File: src/rtl/wb_write_arbiter.sv
// wb_write_arbiter: merges ALU and buffered load writebacks onto one register-file write port.
module wb_write_arbiter #(
  parameter int DEPTH = 4,
  parameter int STARVE_LIMIT = 3
) (
  input  logic                       clk,
  input  logic                       rst_n,
  input  logic                       alu_valid,
  output logic                       alu_ready,
  input  logic [4:0]                 alu_rd,
  input  logic [31:0]                alu_value,
  input  logic                       ld_valid,
  output logic                       ld_ready,
  input  logic [4:0]                 ld_rd,
  input  logic [31:0]                ld_data,
  input  logic [4:0]                 query_addr,
  output logic                       query_pending,
  output logic                       write_regf_en,
  output logic [4:0]                 addr_rd,
  output logic [31:0]                rd_value,
  output logic [$clog2(DEPTH):0]     fifo_count
);
  localparam int AW = $clog2(DEPTH);
  localparam int CW = AW + 1;
  localparam int SW = $clog2(STARVE_LIMIT + 1);
  logic [4:0]       mem_rd  [DEPTH];
  logic [31:0]      mem_val [DEPTH];
  logic [DEPTH-1:0] vld;
  logic [AW-1:0]    rptr, wptr;
  logic [CW-1:0]    count;
  logic [SW-1:0]    starve;
  logic             empty, full, enq, deq, alu_req, force_ld, grant_alu, hit;
  assign empty      = count == '0;
  assign full       = count == CW'(DEPTH);
  assign ld_ready   = !full;
  assign fifo_count = count;
  assign alu_req    = alu_valid && alu_rd != '0;
  assign force_ld   = starve == SW'(STARVE_LIMIT) && !empty;
  assign deq        = force_ld || (!alu_req && !empty);
  assign grant_alu  = !force_ld && alu_req;
  assign alu_ready  = !force_ld;
  assign enq        = ld_valid && !full && ld_rd != '0;
  always_comb begin
    hit = 1'b0;
    for (int i = 0; i < DEPTH; i++)
      hit = hit | (vld[i] && mem_rd[i] == query_addr);
    query_pending = hit && query_addr != '0;
  end
  always_ff @(posedge clk)
    if (enq) begin
      mem_rd[wptr]  <= ld_rd;
      mem_val[wptr] <= ld_data;
    end
  // enq and deq never hit the same slot: deq needs non-empty, enq needs non-full
  always_ff @(posedge clk or negedge rst_n)
    if (!rst_n) begin
      rptr          <= '0;
      wptr          <= '0;
      count         <= '0;
      vld           <= '0;
      starve        <= '0;
      write_regf_en <= 1'b0;
      addr_rd       <= '0;
      rd_value      <= '0;
    end else begin
      if (enq) begin
        wptr      <= wptr + 1'b1;
        vld[wptr] <= 1'b1;
      end
      if (deq) begin
        rptr      <= rptr + 1'b1;
        vld[rptr] <= 1'b0;
      end
      count         <= count + CW'(enq) - CW'(deq);
      starve        <= (empty || deq) ? '0 :
                       (grant_alu && starve != SW'(STARVE_LIMIT)) ? starve + 1'b1 : starve;
      write_regf_en <= deq || grant_alu;
      if (deq) begin
        addr_rd  <= mem_rd[rptr];
        rd_value <= mem_val[rptr];
      end else if (grant_alu) begin
        addr_rd  <= alu_rd;
        rd_value <= alu_value;
      end
    end
endmodule

File: config.mk
export PLATFORM = sky130hd
export DESIGN_NAME = wb_write_arbiter
export DESIGN_NICKNAME = d
export VERILOG_FILES = /design/src/rtl/wb_write_arbiter.sv
export SDC_FILE = /design/constraint.sdc
export NUM_CORES = 1
export LEC_CHECK = 0
export ABC_AREA = 1
export BUFFER_PORTS_ARGS = -buffer_cell sky130_fd_sc_hd__buf_2
export CAP_MARGIN = 20
export CORE_MARGIN = 4
export CORE_UTILIZATION = 51
export DETAILED_ROUTE_END_ITERATION = 8
export PLACE_DENSITY = 0.75
export SLEW_MARGIN = 25
export SYNTH_ARGS = -nofsm -noshare
export SYNTH_HDL_FRONTEND = slang
export SYNTH_SLANG_ARGS = --single-unit
File: constraint.sdc
create_clock -name clk -period 2.1 [get_ports clk]
set_input_delay 0.315 -clock clk [delete_from_list [all_inputs] [get_ports clk]]
set_output_delay 0.315 -clock clk [all_outputs]
set_load 0.01 [all_outputs]
* After elaboration in Yosys (flattened, before gate mapping)
Memory sizes are Yosys's and may differ from the RTL's.
Cells that the tools add are included.
** Word-level totals
- Register bits after elaboration :: 51
- Memory bits (writable) :: 148
- Bits of input ports :: 83
- Output and inout bits :: 44
- Word-level logic and storage cells :: 73
- Memories :: 2
** Memories
- mem_val :: depth 4, width 32, read ports 1, clocked after Yosys merged registers in 0, write ports 1, line 27 : logic [31:0] mem_val [DEPTH];
- mem_rd :: depth 4, width 5, read ports 5, clocked after Yosys merged registers in 0, write ports 1, line 26 : logic [4:0] mem_rd [DEPTH];
** Cells by class
- Add/sub/neg operators :: 5
- Order comparisons :: 4
- Eq/ne operators :: 7
- Muxes and demuxes :: 14
- Bitwise operators :: 6
- Reductions and logical operators :: 27
** Operator list (number)
- $mux W32 :: 2
- $eq A5 B5 Y1 :: 4
- $reduce_bool A5 Y1 :: 3
- $logic_and A1 B1 Y1 :: 14
- $mux W5 :: 2
- $mux W4 :: 2
- $add A2 B1 Y2 const B :: 3
- $lt A2 B3 Y1 const B :: 2
- $and A4 B4 Y4 :: 1
- $demux W1 S2 :: 2
- $ge A2 B1 Y1 const B :: 2
- $logic_not A1 Y1 :: 4
- $mux W1 :: 4
- $mux W2 :: 2
- $not A4 Y4 :: 1
- $or A4 B4 Y4 :: 1
- $reduce_bool A2 Y1 :: 2
- $add A3 B1 Y3 :: 1
- $eq A3 B3 Y1 const B :: 1
- $logic_not A3 Y1 :: 1
- $logic_or A1 B1 Y1 :: 3
- $or A1 B1 Y1 :: 3
- $sub A3 B1 Y3 :: 1
- $eq A2 B2 Y1 const B :: 1
- $ne A2 B2 Y1 const B :: 1

* Logic depth before layout (Yosys ltp)
- Depth after elaboration :: 8
- Mapped depth :: 13
- Mapped depth without buffers :: 13

* Least setup slack after synthesis
OpenSTA, ideal clock, no wires.
- Path kind :: reg-to-reg
- Start point :: register count[1] (netlist: fifo_count[1])
- End point :: register count[2] (netlist: fifo_count[2])
- Library setup time :: 0.123 ns
- Arrival :: 1.966 ns
- Data required time :: 1.977 ns
- Slack :: 0.011 ns
- Stages on the path, launching flop included :: 13
- Buffers on the path :: 0
- Period minus slack after synthesis :: 2.089 ns
- Cells stage by stage :: dfrtp_1 > inv_2 > nand3_2 > nand2_2 > nand2_4 > nand2_1 > inv_1 > ha_1 > inv_1 > ha_1 > inv_1 > fa_1 > xnor2_1
** On the way
- Word-level cells in the longest chain between the ends :: 6
- Elaborated cells between the ends (all ways) :: 11
- Those cells by class :: 2 x add/sub; 1 x eq/ne; 8 x reduce/logical
** RTL lines
- from (decl) :: line 30 : logic [CW-1:0] count;
- from (signal assigned) :: line 74 : count <= count + CW'(enq) - CW'(deq);
- $eq A3 B3 Y1 :: line 34 : assign full = count == CW'(DEPTH);
- $logic_not A1 Y1 :: line 42 : assign enq = ld_valid && !full && ld_rd != '0;
- $logic_and A1 B1 Y1 (2 in a row) :: line 42
- $add A3 B1 Y3 :: line 74
- $sub A3 B1 Y3 * :: line 74
Mark *: on every way between the ends. The rest lies on a longest branch, timed or not.
A chain may end at the register's enable or synchronous reset.

* Worst setup path in the final report
- Start point :: register count[2] (netlist: fifo_count[2])
- End point :: register count[1] (netlist: fifo_count[1])
The elaborated chain is that of the path after synthesis.

==> impl_metrics.toml <==
[final_layout]
fillers = 1362
layout.cells.non_filler = 1163
nets = 1025
syn2layout_area_growth_pct = 18.20
post-route-util = 0.6139
diodes = 0
drive_gt1_frac = 0.2174

[timing]
setup_viol = 0
min_period_over_period = 0.9609
skew_ns = 0.01443
hold_viol_final = 0
period_needed_ns = 2.018
drv_slew = 0
worst_pin_slew_ns = 0.5127
fmax_mhz = 495.6
slew_headroom = 0.6582

[cts]
numClockSinks = 199
cts_tree = "done"
cts_buffers = 17
cts_root_buf = "clkbuf_16"
cts_buffer_depth = 2
clock_latency_ns = 0.44
cts.htree.levels = 4
path_clk_slew_ns = 0.08

[worst_hold_path]
worstHoldPathCells = 1
hold_path_class = "in2reg"
worstHoldEndpoint = "mem_val[0][20]"
hold_start = "ld_data[20]"

[die]
die_height_um = 137.9
start_util = 0.5193
rows = 47
io_pins = 127
core-area_um2 = 16580
die_area_um2 = 19030
die_w_um = 137.9

[outcome]
outcome = "completed"

[routing]
antenna_left = 0
vias = 6321
routed_via_density = 5.435
dr.pass1.iters = 5
drt_wl_total_um = 20620
initialDrtViolationCount = 518
drc_errors = 0
wire_per_inst_um = 17.73

[critical_path]
crit_fanout = 4
crit_required_ns = 2.43
r2r_start = "fifo_count[2]"
crit_family = "adder cells"
cp.arrival_ns = 2.35
critPathSlowestCell = "fa_1"
setup.worst_path.class = "reg2reg"
r2r_cells = 12
startpoint_type = "flip-flop"
r2r_end = "fifo_count[1]"
crit_chain = "inv_2 > nand3_4 > nand2_4 > nand2_4 > nand2_2 > inv_1 > ha_1 > inv_1 > ha_1 > inv_1 > fa_1 > inv_1"
end_kind = "flip-flop"
cp.depth = 12
critical-path-max-stage-delay_ns = 0.49
r2r_slack_ns = 0.08
worst-path-buf-inv = 5
cpMostUsedCell = "inv_1"

[logic_synthesis]
syn_inst = 797
synthesis.nets = 892
netlist_area_um2 = 8612
synth_area_per_cell_um2 = 10.81
synth-seq-area-share = 0.6642
ys_warn_count = 0
synth_cell_types = 28
ys_ff_latch = 199

[pwr]
power_density_nw_per_um2 = 1376
peakVddDrop_uv = 768.8
total_leakage_power_nw = 4.264

[place]
dp_cells = 1127
port_buffers = 126
hpwl_um = 13080
gp_congestion = 0.8298

[global_routing]
grt_max_degree = 78
grt_pass1_wl_um = 32000
grt_antenna_before_repair = 1
grt.overflow.total = 0
grt_pass1_vias = 6221
gr-usage-all-layers = 0.2244

[job]
max_cap_violations = 0
[repair_timing]
| action | 4_1_cts | 5_1_grt |
|---|---|---|
| endpoints found under the hold margin | 15 | 0 |
| gates resized for setup | 1 | 6 |
| endpoints found under the setup margin | 1 | 3 |
| hold buffers | 1 | 0 |
| buffers inserted | 0 | 3 |
[synthesized netlist by cell type, drive strengths merged]
cell	count	share of area
xor2	1	0.0010
dfrtp	51	0.15
o21ai	107	0.062
and2	1	0.00073
inv	50	0.022
nor3	3	0.0017
xnor2	2	0.0020
nor2	118	0.051
edfxtp	148	0.52
a21oi	11	0.0064
ha	11	0.016
buf	39	0.032
nor3b	1	0.0015
nand2	82	0.037
nand3b	1	0.00087
fa	1	0.0023
clkbuf	7	0.0032
nand3	163	0.095
[metal layers]
metal  global-route usage  share of wire
met5                    0        0.00044
met4              0.07629          0.016
met3              0.04644          0.058
met2               0.3837           0.51
met1               0.2865           0.42
[through the flow]
step	total power, mW	hold WS (ns)	setup slack (ns)	setup TNS (ns)	area [um2]
after floorplan	8.876	0.01941	0.01111	0	8612
after global placement	10.41	0.2896	0.05194	0	9493
after detailed placement	10.54	0.2904	0.04375	0	9493
after CTS	14.00	0.07462	0.02260	0	10140
after global routing	14.87	0.06902	-0.02421	-0.02660	10180
final	14.01	0.08480	0.08206	0	10180
[state kept, by name (all words and copies together), names as in the netlist]
signal,count
addr_rd,5
fifo_count,3
mem_rd,20
mem_val,128
rd_value,32
rptr,2
starve,2
vld,4
wptr,2
write_regf_en,1
[how the worst max path moves through the flow]
stage	from	to	slack, ns
after global placement	alu_rd[2]	fifo_count[1]	0.05
after detailed placement	alu_rd[2]	fifo_count[2]	0.04
after CTS	fifo_count[0]	fifo_count[1]	0.02
after global routing	fifo_count[2]	fifo_count[1]	-0.02
after floorplan	fifo_count[1]	fifo_count[2]	0.01
final	fifo_count[2]	fifo_count[1]	0.08
[report_power, final]
group          internal (mW)  leakage (nW)  total (mW)  switching (mW)
registers               5.33          1.96        5.77           0.434
logic                   1.66          1.99        4.79            3.12
clock network           1.93         0.310        3.46            1.53
[cells in the final DEF, fill, tap and decap left out, types with 2 or more instances in the layout]
master       n
nand3_1    162
edfxtp_1   148
buf_2      126
nor2_1     118
nand2_1     78
o21ai_0     57
o21ai_1     50
dfrtp_1     50
inv_1       40
buf_4       28
clkbuf_16   17
a21oi_1     11
ha_1        10
inv_6        6
inv_2        5
clkinv_1     4
buf_12       4
nor3_1       3
bufinv_16    3
clkinv_4     3
nand2_4      2
nand2_2      2
xnor2_1      2
inv_8        2
[kinds of logic after synthesis]
| kind of cell | share of synthesized area |
|---|---|
| xor+xnor | 0.003052 |
| flops | 0.6642 |
| fa+ha+maj | 0.01831 |
| buf+inv | 0.05710 |
| compound gates | 0.06857 |
| simple gates | 0.1887 |
[area by class of cell]
class	count	area [um2]	area share
Multi-Input combinational cell	502	2417	0.2375
Tap cell	220	275.3	0.02704
Inverter	50	190.2	0.01868
Sequential cell	199	5722	0.5621
Timing Repair Buffer	160	942.2	0.09255
Clock buffer	17	425.4	0.04179
Clock inverter	15	207.7	0.02040
(Power assumes the default switching activity.)
